===== src/rtl/pipe_hazard_ctrl.sv =====
// Hazard/interrupt sequencer beside the ID stage: load-use stalls, branch flushes,
// and interrupt entry (drain, vector, mask) with exit on returni.
module pipe_hazard_ctrl #(
  parameter int DRAIN_CYCLES = 3
) (
  input  logic       clk,
  input  logic       rst,
  input  logic       id_valid,
  input  logic [3:0] id_rs1,
  input  logic [3:0] id_rs2,
  input  logic       id_use_rs1,
  input  logic       id_use_rs2,
  input  logic       ex_mem_rd,
  input  logic [3:0] ex_reg_dst,
  input  logic       id_branch_take,
  input  logic       id_returni,
  input  logic       irq,
  output logic       pc_hold,
  output logic       if_id_hold,
  output logic       if_id_flush,
  output logic       id_ex_bubble,
  output logic       pc_vec_sel,
  output logic       int_ack,
  output logic       in_isr
);

  localparam int CNT_W = (DRAIN_CYCLES < 1) ? 1 : $clog2(DRAIN_CYCLES + 1);

  typedef enum logic [1:0] {
    RUN    = 2'd0,
    DRAIN  = 2'd1,
    VECTOR = 2'd2
  } state_t;

  state_t           state_q, state_d;
  logic [CNT_W-1:0] drain_cnt_q, drain_cnt_d;
  logic             irq_pend_q, irq_pend_d;
  logic             in_isr_q, in_isr_d;
  logic             rst_dly_q;

  logic hazard;
  logic pc_hold_raw, if_id_hold_raw, if_id_flush_raw, id_ex_bubble_raw;
  logic pc_vec_sel_raw, int_ack_raw;
  logic out_gate;

  // rst_dly_q keeps every output quiet for one extra cycle after reset drops
  always_ff @(posedge clk) begin
    if (rst) begin
      state_q     <= RUN;
      drain_cnt_q <= '0;
      irq_pend_q  <= 1'b0;
      in_isr_q    <= 1'b0;
      rst_dly_q   <= 1'b1;
    end else begin
      state_q     <= state_d;
      drain_cnt_q <= drain_cnt_d;
      irq_pend_q  <= irq_pend_d;
      in_isr_q    <= in_isr_d;
      rst_dly_q   <= 1'b0;
    end
  end

  always_comb begin
    hazard = id_valid && ex_mem_rd &&
             ((id_use_rs1 && (id_rs1 == ex_reg_dst)) ||
              (id_use_rs2 && (id_rs2 == ex_reg_dst)));

    state_d          = state_q;
    drain_cnt_d      = drain_cnt_q;
    irq_pend_d       = irq_pend_q;
    in_isr_d         = in_isr_q;
    pc_hold_raw      = 1'b0;
    if_id_hold_raw   = 1'b0;
    if_id_flush_raw  = 1'b0;
    id_ex_bubble_raw = 1'b0;
    pc_vec_sel_raw   = 1'b0;
    int_ack_raw      = 1'b0;

    // Requests are only latched from RUN; the ISR masks them entirely
    if ((state_q == RUN) && irq && !in_isr_q) begin
      irq_pend_d = 1'b1;
    end

    case (state_q)
      RUN: begin
        if (hazard) begin
          pc_hold_raw      = 1'b1;
          if_id_hold_raw   = 1'b1;
          id_ex_bubble_raw = 1'b1;
        end else if (id_valid && id_branch_take) begin
          if_id_flush_raw = 1'b1;
        end else if (id_valid && id_returni && in_isr_q) begin
          in_isr_d = 1'b0;
        end else if (irq_pend_q) begin
          state_d     = DRAIN;
          drain_cnt_d = CNT_W'(DRAIN_CYCLES - 1);
        end
      end
      DRAIN: begin
        pc_hold_raw     = 1'b1;
        if_id_flush_raw = 1'b1;
        if (drain_cnt_q == '0) begin
          state_d = VECTOR;
        end else begin
          drain_cnt_d = drain_cnt_q - 1'b1;
        end
      end
      VECTOR: begin
        pc_vec_sel_raw  = 1'b1;
        int_ack_raw     = 1'b1;
        if_id_flush_raw = 1'b1;
        irq_pend_d      = 1'b0;
        in_isr_d        = 1'b1;
        state_d         = RUN;
      end
      default: begin
        state_d = RUN;
      end
    endcase

    out_gate     = rst || rst_dly_q;
    pc_hold      = pc_hold_raw      && !out_gate;
    if_id_hold   = if_id_hold_raw   && !out_gate;
    if_id_flush  = if_id_flush_raw  && !out_gate;
    id_ex_bubble = id_ex_bubble_raw && !out_gate;
    pc_vec_sel   = pc_vec_sel_raw   && !out_gate;
    int_ack      = int_ack_raw      && !out_gate;
    in_isr       = in_isr_q         && !out_gate;
  end

endmodule


===== config.mk =====
export PLATFORM = sky130hd
export DESIGN_NAME = pipe_hazard_ctrl
export DESIGN_NICKNAME = d
export VERILOG_FILES = /design/src/rtl/pipe_hazard_ctrl.sv
export SDC_FILE = /design/constraint.sdc
export NUM_CORES = 1
export LEC_CHECK = 0
export CORE_ASPECT_RATIO = 0.9
export CORE_MARGIN = 1
export CORE_UTILIZATION = 39
export CTS_CLUSTER_DIAMETER = 60
export DETAILED_ROUTE_END_ITERATION = 6
export PLACE_DENSITY = 0.77
export SYNTH_ARGS = -nofsm -noshare
export SYNTH_HDL_FRONTEND = slang
export SYNTH_SLANG_ARGS = --single-unit
export TNS_END_PERCENT = 30

===== constraint.sdc =====
create_clock -name clk -period 1.92 [get_ports clk]
set_input_delay 0.384 -clock clk [delete_from_list [all_inputs] [get_ports clk]]
set_output_delay 0.384 -clock clk [all_outputs]
set_load 0.01 [all_outputs]

# Word-level counts from Yosys, hierarchy flattened
# Index checks and enable logic that the tools add are counted.
dict set report totals {
  in_bits 21
  latchBits 0
  out_inout_bits 7
  elab_cells 68
  ff_bits 7
  romBits 0
  mem_count 0
  ramBits 0
}
dict set report op_classes {
  reduce_logical 27
  n_mul 0
  add_sub_neg 1
  n_div 0
  n_lt_le_gt_ge 0
  n_shift 0
  eq_ne 11
  mux 24
  bitwise 0
}
# operator n
set ops {}
lappend ops {{two-way mux 2 bit} 10}
lappend ops {{logical AND 1 bit} 14}
lappend ops {{inequality test 2 bit, second input constant} 6}
lappend ops {{two-way mux 1 bit} 9}
lappend ops {{equality test 4 bit} 2}
lappend ops {{case mux 2 bit (2 select lines)} 2}
lappend ops {{case mux 1 bit (2 select lines)} 3}
lappend ops {{AND reduction 6 bit} 1}
lappend ops {{AND reduction 5 bit} 1}
lappend ops {{logical NOT 2 bit} 2}
lappend ops {{AND reduction 4 bit} 1}
lappend ops {{nonzero test 2 bit} 2}
lappend ops {{OR reduction 2 bit} 2}
lappend ops {{equality test 2 x 1 -> 1 bit, second input constant} 1}
lappend ops {{equality test 2 bit, second input constant} 1}
lappend ops {{logical NOT 1 bit} 2}
lappend ops {{logical OR 1 bit} 2}
lappend ops {{inequality test 2 x 1 -> 1 bit, second input constant} 1}
lappend ops {{subtractor 2 x 1 -> 2 bit, second input constant} 1}

# Depth between registers and ports, before layout
# Gate-level depths: netlist (run 1).
dict set report depth {
  depth_word 7
  ltp_mapped 7
  ltp_nobuf 7
}

# Least setup slack after synthesis (run 1)
# Ideal clock, no wire load.
dict set report synth_timing {
  kind {input-to-output}
  from {in ex_reg_dst[1]}
  to {out if_id_hold}
  arrival_time_ns 1.599
  path_buffers 1
  setup_slack_ns -0.063
  stages 5
  t_required_ns 1.536
  path_cell_list {xor2_1 > nor3_1 > a22oi_1 > nor4_1 > buf_4}
}
dict set report synth_between {
  elab_chain_len 7
  elab_cells_between_ends 9
  classes_between {2 x eq/ne; 2 x mux; 5 x reduce/logical}
}
# element line_no
set synth_lines {}
lappend synth_lines {{from (decl)} 14} ;# input logic [3:0] ex_reg_dst,
lappend synth_lines {{equality test 4 bit (on tied branches)} {65, 66}}
lappend synth_lines {{logical AND 1 bit (on tied branches)} {65, 66}}
lappend synth_lines {{logical OR 1 bit (*)} 65} ;# ((id_use_rs1 && (id_rs1 == ex_reg_dst)) ||
lappend synth_lines {{logical AND 1 bit (*)} 64} ;# hazard = id_valid && ex_mem_rd &&
lappend synth_lines {{two-way mux 1 bit (*) (2 in a row)} -}
lappend synth_lines {{logical AND 1 bit (*)} -}
lappend synth_lines {{to (decl)} 19} ;# output logic if_id_hold,
# Every way passes the cells marked *; elsewhere a longest branch is shown, timed or not.

# Worst setup path after layout (run 1)
dict set report layout_timing {
  from {in id_rs2[0]}
  to {out if_id_flush}
}
dict set report layout_between {
  elab_chain_len 7
}
# element line_no
set layout_lines {}
lappend layout_lines {{from (decl)} 10} ;# input logic [3:0] id_rs2,
lappend layout_lines {{equality test 4 bit} 66} ;# (id_use_rs2 && (id_rs2 == ex_reg_dst)));
lappend layout_lines {{logical AND 1 bit} 66}
lappend layout_lines {{logical OR 1 bit} 65}
lappend layout_lines {{logical AND 1 bit} 64}
lappend layout_lines {{two-way mux 1 bit} 86} ;# if (hazard) begin
lappend layout_lines {{case mux 1 bit (2 select lines)} 84} ;# case (state_q)
lappend layout_lines {{logical AND 1 bit} 124} ;# if_id_flush = if_id_flush_raw && !out_gate;
lappend layout_lines {{to (decl)} 20} ;# output logic if_id_flush,
# No other way between the ends.

==> results of run 1 <==
[sequential cells by signal, summed over array words and instances (netlist names)]
signal,flops
drain_cnt_q,2
state_q,2
in_isr_q,1
irq_pend_q,1
rst_dly_q,1
[report_power, final]
group / switching (W) / leakage, nW / internal, W / total, W
Combinational: 0.000313 / 0.418 / 0.000347 / 0.000661
Clock: 0.0000607 / 0.0150 / 0.0000797 / 0.000140
Sequential: 0.0000236 / 0.0584 / 0.000192 / 0.000216
Total: 0.000398 / 0.491 / 0.000619 / 0.00102
[area by class of cell]
cell class / instances / area, um2 / share of cell area (%)
inverter: 8 / 30.0 / 2.76
timing repair buffer: 44 / 350 / 32.2
multi-input combinational: 55 / 520 / 47.9
sequential: 7 / 143 / 13.1
tap: 14 / 17.5 / 1.61
clock buffer: 4 / 26.3 / 2.42
[cells in the final DEF (no fill, tap or decap), types with 2 or more instances in the layout]
| cell type | count |
|---|---|
| inv_2 | 2 |
| buf_6 | 6 |
| and3_4 | 2 |
| dfxtp_2 | 2 |
| nand2_1 | 5 |
| xor2_2 | 5 |
| nor3_1 | 4 |
| nor3_2 | 2 |
| buf_4 | 15 |
| buf_2 | 11 |
| dfxtp_1 | 5 |
| o21ai_0 | 2 |
| nor2_1 | 3 |
| nor2b_1 | 2 |
| nand3_1 | 2 |
| clkdlybuf4s50_1 | 4 |
| dlygate4sd2_1 | 5 |
| inv_1 | 6 |
| ha_1 | 4 |
| clkbuf_4 | 3 |
[worst max-delay path: stages]
cell and delay, ns:
buf_6 0.10, xor2_2 0.18, nor3_2 0.08, buf_4 0.15, a221oi_4 0.30, a21oi_2 0.09
nor4_1 0.15, buf_2 0.17
[per-stage QoR]
stage / instances / setup slack [ns] / setup TNS [ns] / hold WS [ns] / util [%]
floorplan: 73 / 0.0483 / 0 / 0.412 / -
global placement: 124 / -0.890 / -4.76 / 0.470 / 72.7
detailed placement: 124 / -0.890 / -4.99 / 0.485 / 72.7
CTS: 131 / -0.131 / -0.434 / 0.493 / 76.7
global route: 132 / -0.117 / -0.277 / 0.517 / 82.3
finish: 132 / -0.0550 / -0.0889 / 0.489 / 82.3
[worst paths after layout]
kind | start | endpoint | slack [ns] | cells past startpoint
hold / removal | drain_cnt_q[1] | drain_cnt_q[1] | 0.49 | 2
hold reg to reg | drain_cnt_q[1] | drain_cnt_q[1] | 0.49 | 2
setup reg to reg | state_q[1] | drain_cnt_q[1] | 0.21 | 9
setup / recovery | id_rs2[0] | if_id_flush | -0.05 | 8
[per-layer routing]
layer | global-route usage (%) | vias up | wire length, um
met5 | 0 | - | 0
met4 | 6.82 | 0 | 0
met3 | 5.61 | 0 | 133
met2 | 46.6 | 28 | 986
met1 | 25.6 | 311 | 744
li1 | - | 343 | -
[logic make-up (layout without fill, tap and decap cells)]
| kind of cell | count (synthesis) | in the layout | synth area share (%) |
|---|---|---|---|
| DFF | 7 | 7 | 23.8 |
| buffers and inverters | 11 | 56 | 8.30 |
| xor gates and xnor gates | 8 | 8 | 11.9 |
| muxes | 1 | 1 | 1.70 |
| AOI/OAI and AO/OA | 13 | 13 | 17.2 |
| adders and majority gates | 5 | 5 | 10.6 |
| and+or+nand+nor | 28 | 28 | 26.4 |
[what timing repair did]
item                                    4_1_cts  5_1_grt
resized for setup                            90       17
pin swaps                                    18       10
endpoints found under the setup margin        9        4
setup buffers                                 3        1
==> results.toml, run 1 <==
[yosys]
synth_nets = 99
ys_warn_count = 0
synth_common_cells = "inv_1, dfxtp_1, nor3_1, xor2_1"
netlist-cell-type-count = 31
ys_seq_area_share_pct = 23.8
synth_area_per_cell_um2 = 8.06
synth-seq-cells = 7
synthArstFlopShare_pct = 0
synth-edff-count = 0
netlist.area_leader.share_pct = 23.8
yosysMostFrequentCell = "inv_1"
netlist_area_um2 = 588
synth_cells = 73
synth_ff_type = "dfxtp_1"
yosysTopAreaCell = "dfxtp_1"
synth.area.top_cells = "dfxtp_1, ha_1, xor2_1"

[status]
violations = "negative setup slack"
status = "complete, but fails checks"

[sta]
final-setup-viol-count = 2
slew_violations = 0
worstMarginPinSlew_ns = 0.301
clock.fmax_mhz = 506
clock_skew_ns = 0.00332
slew_headroom_pct = 79.9
period_share_pct = 103
rsz0062_at_grt = "true"
hold_viol_final = 0
setup_slack_ns = -0.0550
period_needed_ns = 1.97

[placement]
port_buffers = 27
routabilityCongestion = 0.816
hpwl_um = 1320
post_dp_cell_area_um2 = 961

[floorplanning]
die_w_um = 42.9
die_h_um = 38.8
dieArea_um2 = 1670
core_um2 = 1320
io_pins = 28
initial_utilization_pct = 44.5
rows = 12

[setup_path]
end_kind = "primary output"
startpoint_type = "primary input"
required_ns = 1.54
crit_fanout = 2
crit_arrival_ns = 1.59
critPathKind = "in2out"

[detailed_routing]
via_per_inst = 5.17
firstDrtPassIters = 4
routedWlPerCell_um = 14.1
vias = 682
drc = 0
drtIter0Drc = 10
drtAntennaViolNets = 0
routed_wl_um = 1860

[layout]
fillers = 88
area_growth_pct = 84.9
fin_nets = 145
diodes = 0
drive_gt1_share_pct = 51.7
design_area_um2 = 1090

[clock_network]
clock_latency_ns = 0.26
htreeDepth = 1
cts_buffers = 3
cts_tree = "built"
clockBufferDepth = 2
hold_buffers = 0
clk_pin_slew_ns = 0.06
cts.sinks = 7
root_buffer = "clkbuf_4"

[hold_path]
hold_path_class = "reg2reg"

[job]
cap_violations = 0

[grt]
grt_usage_pct = 23.7
grt_pass1_wl_um = 2820
grt_pass1_vias = 642
antenna_found_initial = 0
grt_max_degree = 7
grt_overflow = 0

[power_and_ir_drop]
p_leak_nw = 0.491
p_per_area_nw_per_um2 = 935
ir_drop_mv = 0.768
p_total_w = 0.00102
No activity file was read; power rests on OpenSTA's default activity.
==> run 2: changes to the inputs <==
Settings changed: CAP_MARGIN from default to 40, REMOVE_ABC_BUFFERS from default to 1.
==> run 2 against run 1 <==
Net effect: the flow still finishes with violations (negative setup slack); critical endpoint is now pc_hold; power increased by 1.8%; final area is 1.2% higher; critical path depth did not move; core utilization is 0.95 points higher; setup slack got worse by 0.045 ns; flip-flop and latch count unchanged; fmax fell by 2.2%; wire length grew 4.5%.
==> results.toml, run 2 (same netlist as run 1, synthesis figures left out) <==
[layout]
mostFrequentLayoutCell = "buf_4"
utilization_pct = 83.2
diodes = 0
layout_common_cells = "buf_4, buf_2, buf_6"
fin_nets = 148
instances_no_fill = 135
drive_gt1_share_pct = 53.7
reg.largest.list = "drain_cnt_q (2), state_q (2)"
regArea_um2 = 143
area_growth_pct = 87.0
fillers = 87
multi_input_area_um2 = 510

[detailed_routing]
vias = 734
routed_wl_um = 1950
routedWlPerCell_um = 14.4
drtAntennaViolNets = 0
via_per_inst = 5.44
drtIter0Drc = 7
firstDrtPassIters = 4
drc = 0

[power_and_ir_drop]
seq_power_share_pct = 21.5
p_int_w = 0.000631
p_comb_share_pct = 64.6
ir_drop_mv = 0.755
p_clk_share_pct = 13.9
p_per_area_nw_per_um2 = 941
swShare_pct = 39.1
p_total_w = 0.00104
p_leak_nw = 0.517
p_switching_w = 0.000405

[sta]
hold_viol_final = 0
worstMarginPinSlew_ns = 0.303
rsz0062_at_grt = "true"
period_share_pct = 105
clock_skew_ns = 0.00651
slew_headroom_pct = 79.6
fin_tns_setup_ns = -0.161
clock.fmax_mhz = 495
period_needed_ns = 2.02
final-setup-viol-count = 2
slew_violations = 0
setup_slack_ns = -0.100

[floorplanning]
rows = 12
initial_utilization_pct = 44.5
die_w_um = 42.9
core_um2 = 1320
dieArea_um2 = 1670
io_pins = 28
die_h_um = 38.8

[clock_network]
clockBufferDepth = 2
root_buffer = "clkbuf_4"
htreeDepth = 1
cts.sinks = 7
cts_tree = "built"
clock_latency_ns = 0.27
clk_pin_slew_ns = 0.06
hold_buffers = 0
cts_buffers = 3

[placement]
hpwl_um = 1290
routabilityCongestion = 0.762
place_ws_ns = -0.913
place_inst = 125
port_buffers = 27

[setup_path]
crit_arrival_ns = 1.64
reg2reg_depth = 9
critPathKind = "reg2out"
required_ns = 1.54
end_kind = "primary output"
startpoint_type = "flip-flop"
crit_fanout = 4

[status]
violations = "negative setup slack"
status = "complete, but fails checks"

[grt]
grt_overflow = 0
grt_usage_pct = 24.6
grt_max_degree = 7
grt_pass1_wl_um = 2930
antenna_found_initial = 0
grt_pass1_vias = 705

[job]
cap_violations = 0

[hold_path]
hold_depth = 2
hold_path_class = "reg2reg"
-- run 2: path summary, 6_finish.rpt --
path / from / endpoint / slack [ns]
hold reg to reg: drain_cnt_q[1] / drain_cnt_q[1] / 0.49
hold / removal: drain_cnt_q[1] / drain_cnt_q[1] / 0.49
setup reg to reg: state_q[0] / drain_cnt_q[1] / 0.07
setup / recovery: state_q[0] / pc_hold / -0.10
-- run 2: what timing repair did --
action,in CTS,in global routing
pin swaps,18,10
resized for setup,88,17
setup buffers,5,1
endpoints found under the hold margin,0,0
endpoints found under the setup margin,9,7
-- run 2: layout make-up --
| type | count | area share [%] |
|---|---|---|
| Multi-Input combinational cell | 55 | 46.4 |
| Timing Repair Buffer | 47 | 33.9 |
| Sequential cell | 7 | 13.0 |
| Inverter | 8 | 2.73 |
| Clock buffer | 4 | 2.39 |
| Tap cell | 14 | 1.59 |
-- run 2: per-stage QoR --
step | hold WS (ns) | instance area [um2]
after floorplan | 0.412 | 569
after global placement | 0.454 | 962
after detailed placement | 0.477 | 962
after CTS | 0.486 | 1040
after global routing | 0.496 | 1100
final | 0.488 | 1100
-- run 2: power groups by stage --
| stage | sequential [W] | clock (W) | combinational (W) |
|---|---|---|---|
| 2_1_floorplan | 0.000212 | 0 | 0.000318 |
| 3_3_place_gp | 0.000212 | 0 | 0.000550 |
| 3_5_place_dp | 0.000215 | 0 | 0.000570 |
| 4_1_cts | 0.000216 | 0.000148 | 0.000600 |
| 5_1_grt | 0.000224 | 0.000154 | 0.000734 |
| 6_report | 0.000222 | 0.000144 | 0.000669 |
-- run 2: layer usage --
layer / track usage, % / up-vias / part of all wire (%)
met4: 6.06 / 0 / 1.4
met3: 8.41 / 5 / 7.5
met5: 0 / - / 0
met2: 54.2 / 35 / 54
li1: - / 352 / -
met1: 21.1 / 342 / 37
-- run 2: worst max-delay path, cell delays in order, from the launching register on --
cell,delay (ns)
dfxtp_2,0.35
inv_2,0.05
ha_4,0.16
buf_6,0.12
and4_1,0.14
a32o_2,0.24
nor2_2,0.12
nor3_1,0.06
buf_2,0.14
